==> src/rtl/tictactoe_pkg.sv <==
// Shared tic-tac-toe codes: cell/player marks, result codes, controller states.
// No logic; imported by the board controller and the win detector.
// Encodings here must stay in step with the detector's winner output.
package tictactoe_pkg;

   localparam int NUM_CELLS = 9;

   typedef logic [1:0] cell_t;

   localparam cell_t CELL_EMPTY = 2'b00;
   localparam cell_t CELL_P1    = 2'b01;
   localparam cell_t CELL_P2    = 2'b10;

   localparam logic [1:0] RES_NONE = 2'b00;
   localparam logic [1:0] RES_P1   = 2'b01;
   localparam logic [1:0] RES_P2   = 2'b10;
   localparam logic [1:0] RES_TIE  = 2'b11;

   typedef enum logic [1:0] {
      ST_READY  = 2'b00,
      ST_SETTLE = 2'b01,
      ST_DONE   = 2'b10
   } state_t;

   // Mark of the player who moves after p.
   function automatic cell_t other_player(input cell_t p);
      return (p == CELL_P1) ? CELL_P2 : CELL_P1;
   endfunction

endpackage

==> src/rtl/board_controller_if.sv <==
// Move request channel between a player source and the board controller.
// Ack/err are single-cycle responses; no data beyond the target cell.
// Source holds move_valid/move_pos until it sees ack or err.
interface board_controller_if;
   logic       move_valid;
   logic [3:0] move_pos;
   logic       move_ready;
   logic       move_ack;
   logic       move_err;

   modport master (
      output move_valid,
      output move_pos,
      input  move_ready,
      input  move_ack,
      input  move_err
   );

   modport slave (
      input  move_valid,
      input  move_pos,
      output move_ready,
      output move_ack,
      output move_err
   );
endinterface

==> src/rtl/board_controller.sv <==
// Tic-tac-toe board owner: validates moves, writes marks, alternates turns, latches the result.
// Latency: ack/err one edge after the request; winner sampled SETTLE_CYCLES edges after a write.
// Backpressure: move_ready low during SETTLE (requests ignored); DONE rejects every request.
module board_controller
   import tictactoe_pkg::*;
#(
   parameter int unsigned SETTLE_CYCLES = 2,
   parameter logic [1:0]  FIRST_PLAYER  = CELL_P1
) (
   input  logic                clk,
   input  logic                reset,
   input  logic                new_game,
   board_controller_if.slave   mv,
   input  logic [1:0]          winner,
   output logic [1:0]          pos1,
   output logic [1:0]          pos2,
   output logic [1:0]          pos3,
   output logic [1:0]          pos4,
   output logic [1:0]          pos5,
   output logic [1:0]          pos6,
   output logic [1:0]          pos7,
   output logic [1:0]          pos8,
   output logic [1:0]          pos9,
   output logic [1:0]          turn,
   output logic [3:0]          move_count,
   output logic                game_over,
   output logic [1:0]          result
);

   localparam logic [2:0] SETTLE_LOAD = 3'(SETTLE_CYCLES);

   state_t                        state;
   cell_t [NUM_CELLS-1:0]         board;
   cell_t                         turn_q;
   logic [3:0]                    count_q;
   logic [1:0]                    result_q;
   logic                          game_over_q;
   logic                          ready_q;
   logic                          ack_q;
   logic                          err_q;
   logic [2:0]                    settle_cnt;

   logic [NUM_CELLS-1:0]          cell_hit;
   logic [NUM_CELLS-1:0]          cell_free;
   logic                          move_legal;

   // Decode the requested cell: one-hot hit on 1..9, out-of-range positions hit nothing.
   always_comb begin
      cell_hit  = '0;
      cell_free = '0;
      for (int i = 0; i < NUM_CELLS; i++) begin
         cell_hit[i]  = (mv.move_pos == 4'(i + 1));
         cell_free[i] = (board[i] == CELL_EMPTY);
      end
      move_legal = |(cell_hit & cell_free);
   end

   // Game FSM: reset and new_game clear everything and win over any coincident move.
   always_ff @(posedge clk) begin
      if (!reset || new_game) begin
         state       <= ST_READY;
         board       <= '0;
         turn_q      <= FIRST_PLAYER;
         count_q     <= '0;
         result_q    <= RES_NONE;
         game_over_q <= 1'b0;
         ready_q     <= 1'b1;
         ack_q       <= 1'b0;
         err_q       <= 1'b0;
         settle_cnt  <= '0;
      end else begin
         ack_q <= 1'b0;
         err_q <= 1'b0;
         unique case (state)
            ST_READY: begin
               if (mv.move_valid) begin
                  if (move_legal) begin
                     for (int i = 0; i < NUM_CELLS; i++) begin
                        if (cell_hit[i]) begin
                           board[i] <= turn_q;
                        end
                     end
                     count_q    <= count_q + 4'd1;
                     turn_q     <= other_player(turn_q);
                     ack_q      <= 1'b1;
                     ready_q    <= 1'b0;
                     settle_cnt <= SETTLE_LOAD;
                     state      <= ST_SETTLE;
                  end else begin
                     err_q <= 1'b1;
                  end
               end
            end
            ST_SETTLE: begin
               // The detector is registered; only trust winner once the count has run down.
               if (settle_cnt == 3'd1) begin
                  if (winner != RES_NONE) begin
                     result_q    <= winner;
                     game_over_q <= 1'b1;
                     state       <= ST_DONE;
                  end else if (count_q == 4'(NUM_CELLS)) begin
                     // Full board with no verdict: call it a tie so a tenth write can never happen.
                     result_q    <= RES_TIE;
                     game_over_q <= 1'b1;
                     state       <= ST_DONE;
                  end else begin
                     ready_q <= 1'b1;
                     state   <= ST_READY;
                  end
               end else begin
                  settle_cnt <= settle_cnt - 3'd1;
               end
            end
            ST_DONE: begin
               err_q <= mv.move_valid;
            end
            default: begin
               state <= ST_READY;
            end
         endcase
      end
   end

   assign mv.move_ready = ready_q;
   assign mv.move_ack   = ack_q;
   assign mv.move_err   = err_q;

   assign pos1       = board[0];
   assign pos2       = board[1];
   assign pos3       = board[2];
   assign pos4       = board[3];
   assign pos5       = board[4];
   assign pos6       = board[5];
   assign pos7       = board[6];
   assign pos8       = board[7];
   assign pos9       = board[8];
   assign turn       = turn_q;
   assign move_count = count_q;
   assign game_over  = game_over_q;
   assign result     = result_q;

endmodule

==> src/flat_wrapper.sv <==
// flat-port wrapper written by rule: the top's interface ports become plain ports
module board_controller_flat import tictactoe_pkg::*;
#(
   parameter int unsigned SETTLE_CYCLES = 2,
   parameter logic [1:0]  FIRST_PLAYER  = CELL_P1
)
  (clk, reset, new_game, winner, pos1, pos2, pos3, pos4, pos5, pos6, pos7, pos8, pos9, turn, move_count, game_over, result, mv_move_valid, mv_move_pos, mv_move_ready, mv_move_ack, mv_move_err);
  board_controller_if mv_i ();
  input  logic clk;
  input  logic reset;
  input  logic new_game;
  input  logic [1:0] winner;
  output logic [1:0] pos1;
  output logic [1:0] pos2;
  output logic [1:0] pos3;
  output logic [1:0] pos4;
  output logic [1:0] pos5;
  output logic [1:0] pos6;
  output logic [1:0] pos7;
  output logic [1:0] pos8;
  output logic [1:0] pos9;
  output logic [1:0] turn;
  output logic [3:0] move_count;
  output logic game_over;
  output logic [1:0] result;
  input wire logic [$bits(mv_i.move_valid)-1:0] mv_move_valid;
  input wire logic [$bits(mv_i.move_pos)-1:0] mv_move_pos;
  output wire logic [$bits(mv_i.move_ready)-1:0] mv_move_ready;
  output wire logic [$bits(mv_i.move_ack)-1:0] mv_move_ack;
  output wire logic [$bits(mv_i.move_err)-1:0] mv_move_err;
  assign mv_i.move_valid = mv_move_valid;
  assign mv_i.move_pos = mv_move_pos;
  assign mv_move_ready = mv_i.move_ready;
  assign mv_move_ack = mv_i.move_ack;
  assign mv_move_err = mv_i.move_err;
  board_controller #(.SETTLE_CYCLES(SETTLE_CYCLES), .FIRST_PLAYER(FIRST_PLAYER)) u_core (.clk(clk), .reset(reset), .new_game(new_game), .mv(mv_i), .winner(winner), .pos1(pos1), .pos2(pos2), .pos3(pos3), .pos4(pos4), .pos5(pos5), .pos6(pos6), .pos7(pos7), .pos8(pos8), .pos9(pos9), .turn(turn), .move_count(move_count), .game_over(game_over), .result(result));
endmodule
==> config.mk <==
export PLATFORM = sky130hd
export DESIGN_NAME = board_controller_flat
export DESIGN_NICKNAME = d
export VERILOG_FILES = /design/src/rtl/tictactoe_pkg.sv /design/src/rtl/board_controller_if.sv /design/src/rtl/board_controller.sv /design/src/flat_wrapper.sv
export SDC_FILE = /design/constraint.sdc
export NUM_CORES = 1
export LEC_CHECK = 0
export BUFFER_PORTS_ARGS = -buffer_cell sky130_fd_sc_hd__buf_2
export CELL_PAD_IN_SITES_DETAIL_PLACEMENT = 1
export CELL_PAD_IN_SITES_GLOBAL_PLACEMENT = 1
export CORE_MARGIN = 2
export CORE_UTILIZATION = 42
export CTS_CLUSTER_DIAMETER = 120
export DETAILED_ROUTE_END_ITERATION = 6
export GPL_ROUTABILITY_DRIVEN = 0
export GPL_TIMING_DRIVEN = 1
export MAX_ROUTING_LAYER = met4
export PLACE_DENSITY = 0.88
export RECOVER_POWER = 100
export SLEW_MARGIN = 25
export SYNTH_ARGS = -nofsm -noshare
export SYNTH_HDL_FRONTEND = slang
export SYNTH_SLANG_ARGS = --single-unit
==> constraint.sdc <==
create_clock -name clk -period 3.3 [get_ports clk]
set_input_delay 0.825 -clock clk [delete_from_list [all_inputs] [get_ports clk]]
set_output_delay 0.825 -clock clk [all_outputs]
set_load 0.05 [all_outputs]
# Word level (Yosys, flattened, before mapping)
# Index checks and enable logic that the tools add are counted.
# totals
out_inout_bits	30
register_bits	35
# op_classes
add_sub_neg	2
n_eq_ne	20
bitwise_logic	4
reduce_logical	31
muxes	25
# op_table
cell	count
4-bit AND reduction	11
2-bit logical NOT	10
4-bit by 3-bit equality test with 1-bit output (second input constant)	4
2-bit two-way mux	8
4-bit equality test (second input constant)	3
1-bit two-way mux	10
9-bit AND	1
3-bit two-way mux	3
9-bit OR reduction	1
4-bit by 2-bit equality test with 1-bit output (second input constant)	2
2-bit inequality test (second input constant)	4
2-bit case mux with 3 select lines	1
3-bit case mux with 2 select lines	1
3-bit AND reduction	2
6-bit AND reduction	1
2-bit nonzero test	3
4-bit by 1-bit adder with 4-bit output (second input constant)	1
2-bit by 1-bit equality test with 1-bit output (second input constant)	2
4-bit by 1-bit equality test with 1-bit output (second input constant)	1
2-bit by 1-bit inequality test with 1-bit output (second input constant)	2
1-bit case mux with 2 select lines	2
3-bit by 1-bit equality test with 1-bit output (second input constant)	1
1-bit NOT	3
3-bit OR reduction	1
other kinds (4)	4

# Longest topological paths before layout
# Gate-level depths: netlist (run 1).
# depth
depth_word	6
depth_mapped	8
depth_no_buf	7

# Least setup slack after synthesis (run 1)
# Ideal clock, no wire load.
# synth_timing
path_type	input to register
start	input port mv_move_pos[2]
end	register u_core.turn_q[0] (netlist: u_core.turn[0])
setup_time_ns	0.123
arrival_time_ns	2.270
setup_slack_ns	0.907
cell_stages	7
n_path_buf	2
path_cell_list	buf_2 > and4bb_1 > a22oi_1 > and3_1 > buf_6 > a21oi_4 > mux2_1
# synth_via
elab_chain_cells	4
elab_cells_between_ends	12
classes_between	9 x eq/ne; 1 x bitwise; 2 x reduce/logical
# synth_lines
item	line	text
from (decl)	flat_wrapper.sv:27	input wire logic [$bits(mv_i.move_pos)-1:0] mv_move_pos;
4-bit by 1-bit equality test with 1-bit output (tied with other cells)	board_controller.sv:52	cell_hit[i] = (mv.move_pos == 4'(i + 1));
9-bit AND (*)	board_controller.sv:55	move_legal = |(cell_hit & cell_free);
9-bit OR reduction (*)	board_controller.sv:55	
3-bit AND reduction (no line) (*)	-	
to (signal assigned)	board_controller.sv:84	turn_q <= other_player(turn_q);
to (decl)	board_controller.sv:34	cell_t turn_q;
# Mark *: on every way between the ends. The rest lies on a longest branch, timed or not.
# A chain may end at the register's enable or synchronous reset.

# Final worst setup path (run 1)
# layout_timing
start	input port mv_move_pos[1]
end	register u_core.board, in the netlist u_core.pos6[1]
# layout_via
elab_chain_cells	4
elab_cells_between_ends	12
classes_between	9 x eq/ne; 1 x bitwise; 2 x reduce/logical
# layout_lines
item	line	text
4-bit by 1-bit equality test with 1-bit output (tied with other cells)	board_controller.sv:52	
9-bit AND	board_controller.sv:55	
9-bit OR reduction	board_controller.sv:55	
4-bit AND reduction (no line) (*)	-	
to (signal, indexed assignment)	board_controller.sv:80	board[i] <= turn_q;
to (decl)	board_controller.sv:33	cell_t [NUM_CELLS-1:0] board;
# Marked as above.

==> reports/results.ini, run 1 <==
[route]
vias = 1413
wirelength_mm = 4.12
viasPerCell = 5.65
drc = 0
wl_per_cell_um = 16.5
drtAntennaViolNets = 0
first_iter_violations = 93
dr.pass1.iters = 4

[critical_path]
startpoint_type = input port
reg2reg_from = u_core.pos7[0]
critPathMaxFanout = 15
cp_cell_sequence = clkbuf_1, nor2b_1, o211ai_1, and3_1, a21oi_4, buf_4, a32o_1
rr_worst_depth = 6
crit_family = compound AO/OA/AOI/OAI gates
slowest_stage = a21oi_4
cp_num_buf_inv = 2
endpoint_kind = register
required_ns = 3.52
reg2reg_slack_ns = 1.29
timing.rr.end = u_core.pos6[1]
crit_type = in2reg
worst_path_largest_cell_delay_ns = 0.42
critical_path_arrival_ns = 2.91

[synthesis]
synth_nets = 176
yosysUniqueCellTypes = 37
yosysWarnings = 0
syn_area_per_cell_sq_um = 9.78
synthAdderAreaFrac_pct = 3.16
synth_top_cell_area_share_pct = 44.2
netlist_instances = 162
synth_simple_gate_area_share_pct = 21.1
synth_top_family_by_area = compound AO/OA/AOI/OAI gates
seq_area_frac_synth_pct = 44.2
synth_compound_area_share_pct = 22.1
synth_area_leaders = dfxtp_1, a32o_1, nor2_1
yosys.area_share.xor_xnor_pct = 1.11
syn-cell-area_sq_mm = 0.00158
ys_seq_elements = 35
yosys.area.top_type = dfxtp_1
muxShareOfSynthArea_pct = 2.69

[placed_design]
port_buffers = 39
hpwl_mm = 3.02

[floorplanning]
fp.dieW_um = 65.4
initial_core_util_pct = 43.6
fp-row-count = 22
dieArea_sq_mm = 0.00428
pin_count = 40
coreArea_sq_mm = 0.00363
fp.dieH_um = 65.4

[layout]
largest_reg_flops = 4
fin_nets = 215
areaGrowthSynthToFinish_pct = 16.0
fillers = 463
final_common_cell = dfxtp_1
n_antenna_cell = 0
final_cell_mix = dfxtp_1, clkbuf_1, a32o_1
drive_gt1_share_pct = 8.91

[global_routing]
first_global_vias = 1426
grt_use_total_pct = 21.1
grt_antenna_before_repair = 0
grt_pass1_wl_mm = 6.78
grt.overflow.total = 0
grt_max_degree = 19

[pwr]
p_seq_share_pct = 53.5
power_frac_comb_pct = 10.6
power.density_mw_per_mm2 = 440
clockPowerShare_pct = 35.9
leakagePower_nw = 0.655
internal_power_uw = 601
switching_power_uw = 207
ir_worst_vdd_mv = 0.268
p_sw_share_pct = 25.6

[cts]
hold_buffers = 0
cts_setup_buffers = 0
cts_buffer_depth = 2
clkTransAtPathRegs_ns = 0.07
clockRootBuffer = clkbuf_8
cts_resized = 0
cts_made_buffers = 5
clk_latency_ns = 0.28
cts_tree = yes
cts_sinks = 35
htreeDepth = 2

[hold_path]
hp-class = reg2reg
whs_path_depth = 2
min_from = u_core.game_over
whs_endpoint = u_core.game_over

[sta]
max_freq_mhz = 373
hold_viol_final = 0
fin_worst_skew_ns = 0.00517
worstMarginPinSlew_ns = 0.882
post-route-period-util_pct = 81.3
setup-tns-final_ns = 0
grt_setup_unrepaired = false
holdWs_ns = 0.492
fin_crit_ns = 2.68
setup_viol = 0
slew_headroom_pct = 41.1
report.final.slew_viol_count = 0

[run]
drv_cap = 0

[status]
outcome = finished, final reports clean

[power by group through the flow]
stage / registers, mW / logic (mW) / clock network, mW
after detailed placement: 0.441 / 0.0860 / 0
final: 0.432 / 0.0859 / 0.290
after floorplan: 0.453 / 0.0557 / 0
after CTS: 0.432 / 0.0872 / 0.294
after global placement: 0.441 / 0.0814 / 0
after global routing: 0.432 / 0.0937 / 0.321
[layout make-up]
| class | count | area, sq um | area share (%) |
|---|---|---|---|
| Clock buffer | 7 | 76.3 | 4.16 |
| Sequential cell | 35 | 701 | 38.1 |
| Clock inverter | 1 | 5.00 | 0.272 |
| Timing Repair Buffer | 41 | 170 | 9.26 |
| Inverter | 8 | 30.0 | 1.63 |
| Multi-Input combinational cell | 110 | 795 | 43.3 |
| Tap cell | 48 | 60.1 | 3.27 |
[through the flow]
step	power [mW]	utilization (%)	area, sq um	cells	setup slack (ns)
CTS	0.813	51.7	1880	250	0.813
floorplan	0.509	-	1580	162	0.907
detailed placement	0.527	49.4	1800	242	0.545
finish	0.808	50.6	1840	250	0.618
global placement	0.522	49.4	1800	242	0.660
global route	0.847	50.6	1840	250	0.459
[worst max-delay path by stage]
| stage | cells after the start | start | endpoint |
|---|---|---|---|
| after floorplan | 7 | mv_move_pos[2] | u_core.turn[0] |
| after global placement | 7 | mv_move_pos[2] | u_core.pos2[0] |
| after detailed placement | 7 | mv_move_pos[0] | u_core.pos5[0] |
| after CTS | 7 | mv_move_pos[1] | u_core.pos2[0] |
| after global routing | 7 | mv_move_pos[1] | u_core.pos2[0] |
| final | 7 | mv_move_pos[1] | u_core.pos6[1] |
[cells in the mapped netlist]
master and count:
a21oi_1 6, a211oi_1 1, o21a_1 1, and2_1 7, nor2_1 15, nor3b_1 3
buf_2 2, a32o_1 18, nand2_1 7, xor2_1 1, nand3_1 2, buf_6 3
nand2b_1 5, and3_1 3, nand4_1 1, mux2_1 2, a311oi_1 2, nor3_1 6
clkbuf_1 4, and4bb_1 1, a21o_1 1, a2111o_1 2, mux2i_1 2, inv_1 8
nor4b_4 1, a22oi_1 1, o2111ai_1 1, o21ai_0 4, o211ai_1 1, a21oi_4 1
dfxtp_1 35, o31a_1 1, nor2b_1 6, nand3b_1 2, ha_1 4, xnor2_1 1
a31o_2 1
[cells by family (layout without fill, tap and decap cells)]
family,after synthesis,count (layout)
mux,4,4
fa+ha+maj,4,4
simple gates,59,59
buf+inv,17,57
compound gates,41,41
xor+xnor,2,2
flops,35,35
[layer usage]
layer	vias to the layer above	track usage, %	share of wire [%]
met5	-	-	0
met4	0	3.91	0.87
met3	7	5.31	5.1
met2	39	36.0	51
met1	692	25.7	43
li1	675	-	-
[tightest hold or removal path, delay by kind of cell (launching register included)]
kind | cells | cell delay, ns
AND/OR/NAND/NOR | 2 | 0.13
flip-flops | 1 | 0.33
(Power assumes the default switching activity.)
==> inputs of run 2 (changes only) <==
CORE_UTILIZATION = 35   (was 42)
PLACE_DENSITY = 0.79   (was 0.88)
clock period = 2.3 ns   (was 3.3 ns; I/O delays follow)
==> reports/results.ini, run 2 (synthesis results as in run 1) <==
[critical_path]
startpoint_type = input port
cp_cell_sequence = buf_2, and4bb_1, a22oi_1, and3_1, a21oi_4, clkbuf_2, a32o_1
endpoint_kind = register
cp_num_buf_inv = 2
crit_family = simple AND/OR/NAND/NOR gates
critPathMaxFanout = 14
slowest_stage = and4bb_1
worst_path_largest_cell_delay_ns = 0.35
crit_type = in2reg
required_ns = 2.53
critical_path_arrival_ns = 2.25

[layout]
final_area_sq_mm = 0.00191
final_common_cell = dfxtp_1
final_util_pct = 43.9
drive_gt1_share_pct = 13.0
fin_nets = 220
fillers = 532
final_cell_mix = dfxtp_1, clkbuf_1, a32o_1
largest_reg_flops = 4
n_antenna_cell = 0
fin_cells = 259
areaGrowthSynthToFinish_pct = 20.5

[sta]
max_freq_mhz = 495
slew_headroom_pct = 60.1
hold_viol_final = 0
post-route-period-util_pct = 87.8
fin_worst_skew_ns = 0.00638
holdWs_ns = 0.477
grt_setup_unrepaired = false
report.final.slew_viol_count = 0
finalWorstSetupSlack_ns = 0.280
setup_viol = 0
setup-tns-final_ns = 0
worstMarginPinSlew_ns = 0.600
fin_crit_ns = 2.02

[placed_design]
hpwl_mm = 2.99
port_buffers = 39
dp_cells = 251
preCtsSetupSlack_ns = 0.107
placed_cell_area_sq_mm = 0.00184

[global_routing]
grt.overflow.total = 0
grt_use_total_pct = 17.3
grt_antenna_before_repair = 0
first_global_vias = 1366
grt_max_degree = 17
grt_pass1_wl_mm = 6.58

[cts]
htreeDepth = 2
clockRootBuffer = clkbuf_8
clkTransAtPathRegs_ns = 0.08
cts_resized = 0
cts_made_buffers = 5
clk_latency_ns = 0.29
cts_buffer_depth = 2
cts_sinks = 35
cts_tree = yes
hold_buffers = 0
cts_setup_buffers = 0

[route]
drtAntennaViolNets = 0
wl_per_cell_um = 15.5
dr.pass1.iters = 4
vias = 1400
viasPerCell = 5.41
drc = 0
wirelength_mm = 4.02
first_iter_violations = 26

[floorplanning]
fp.dieH_um = 71.3
dieArea_sq_mm = 0.00508
fp-row-count = 24
initial_core_util_pct = 36.4
coreArea_sq_mm = 0.00435
fp.dieW_um = 71.3
pin_count = 40

[pwr]
internal_power_uw = 978
leakagePower_nw = 0.698
power.density_mw_per_mm2 = 684
ir_worst_vdd_mv = 0.363
clockPowerShare_pct = 42.7
power_frac_comb_pct = 9.9
p_total_mw = 1.31
p_sw_share_pct = 25.1
switching_power_uw = 328
p_seq_share_pct = 47.4

[status]
outcome = finished, final reports clean

[run]
drv_cap = 0

[hold_path]
hp-class = reg2reg

run 2: cell type report:
cell class / instances / area [sq um] / area share, %
Clock buffer: 5 / 68.8 / 3.60
Clock inverter: 3 / 43.8 / 2.29
Inverter: 8 / 30.0 / 1.57
Multi-Input combinational cell: 110 / 797 / 41.7
Sequential cell: 35 / 701 / 36.7
Tap cell: 52 / 65.1 / 3.41
Timing Repair Buffer: 46 / 204 / 10.7
run 2: metal layers:
| layer | vias up | global-route usage [%] | part of all wire (%) |
|---|---|---|---|
| met4 | 0 | 6.29 | 1.6 |
| met3 | 7 | 5.20 | 5.7 |
| li1 | 685 | - | - |
| met2 | 42 | 27.5 | 47 |
| met1 | 666 | 20.8 | 46 |
| met5 | - | - | 0 |
run 2: final timing paths:
kind                 endpoint  cells past startpoint              from  slack, ns
min          u_core.game_over                      2  u_core.game_over       0.48
max reg2reg    u_core.pos8[0]                      6    u_core.pos5[1]       0.50
min reg2reg  u_core.game_over                      2  u_core.game_over       0.48
max            u_core.pos8[0]                      7    mv_move_pos[2]       0.28
run 2: worst min-delay path: stages (launching register included):
cell	delay, ns
dfxtp_1	0.33
nor2_1	0.05
nor2_1	0.07
run 2: power groups by stage:
stage                     clock network [mW]  registers (mW)  logic [mW]
after floorplan                            0           0.650      0.0799
after global placement                     0           0.634       0.129
after detailed placement                   0           0.634       0.133
after CTS                              0.573           0.620       0.134
after global routing                   0.594           0.621       0.140
final                                  0.557           0.619       0.129
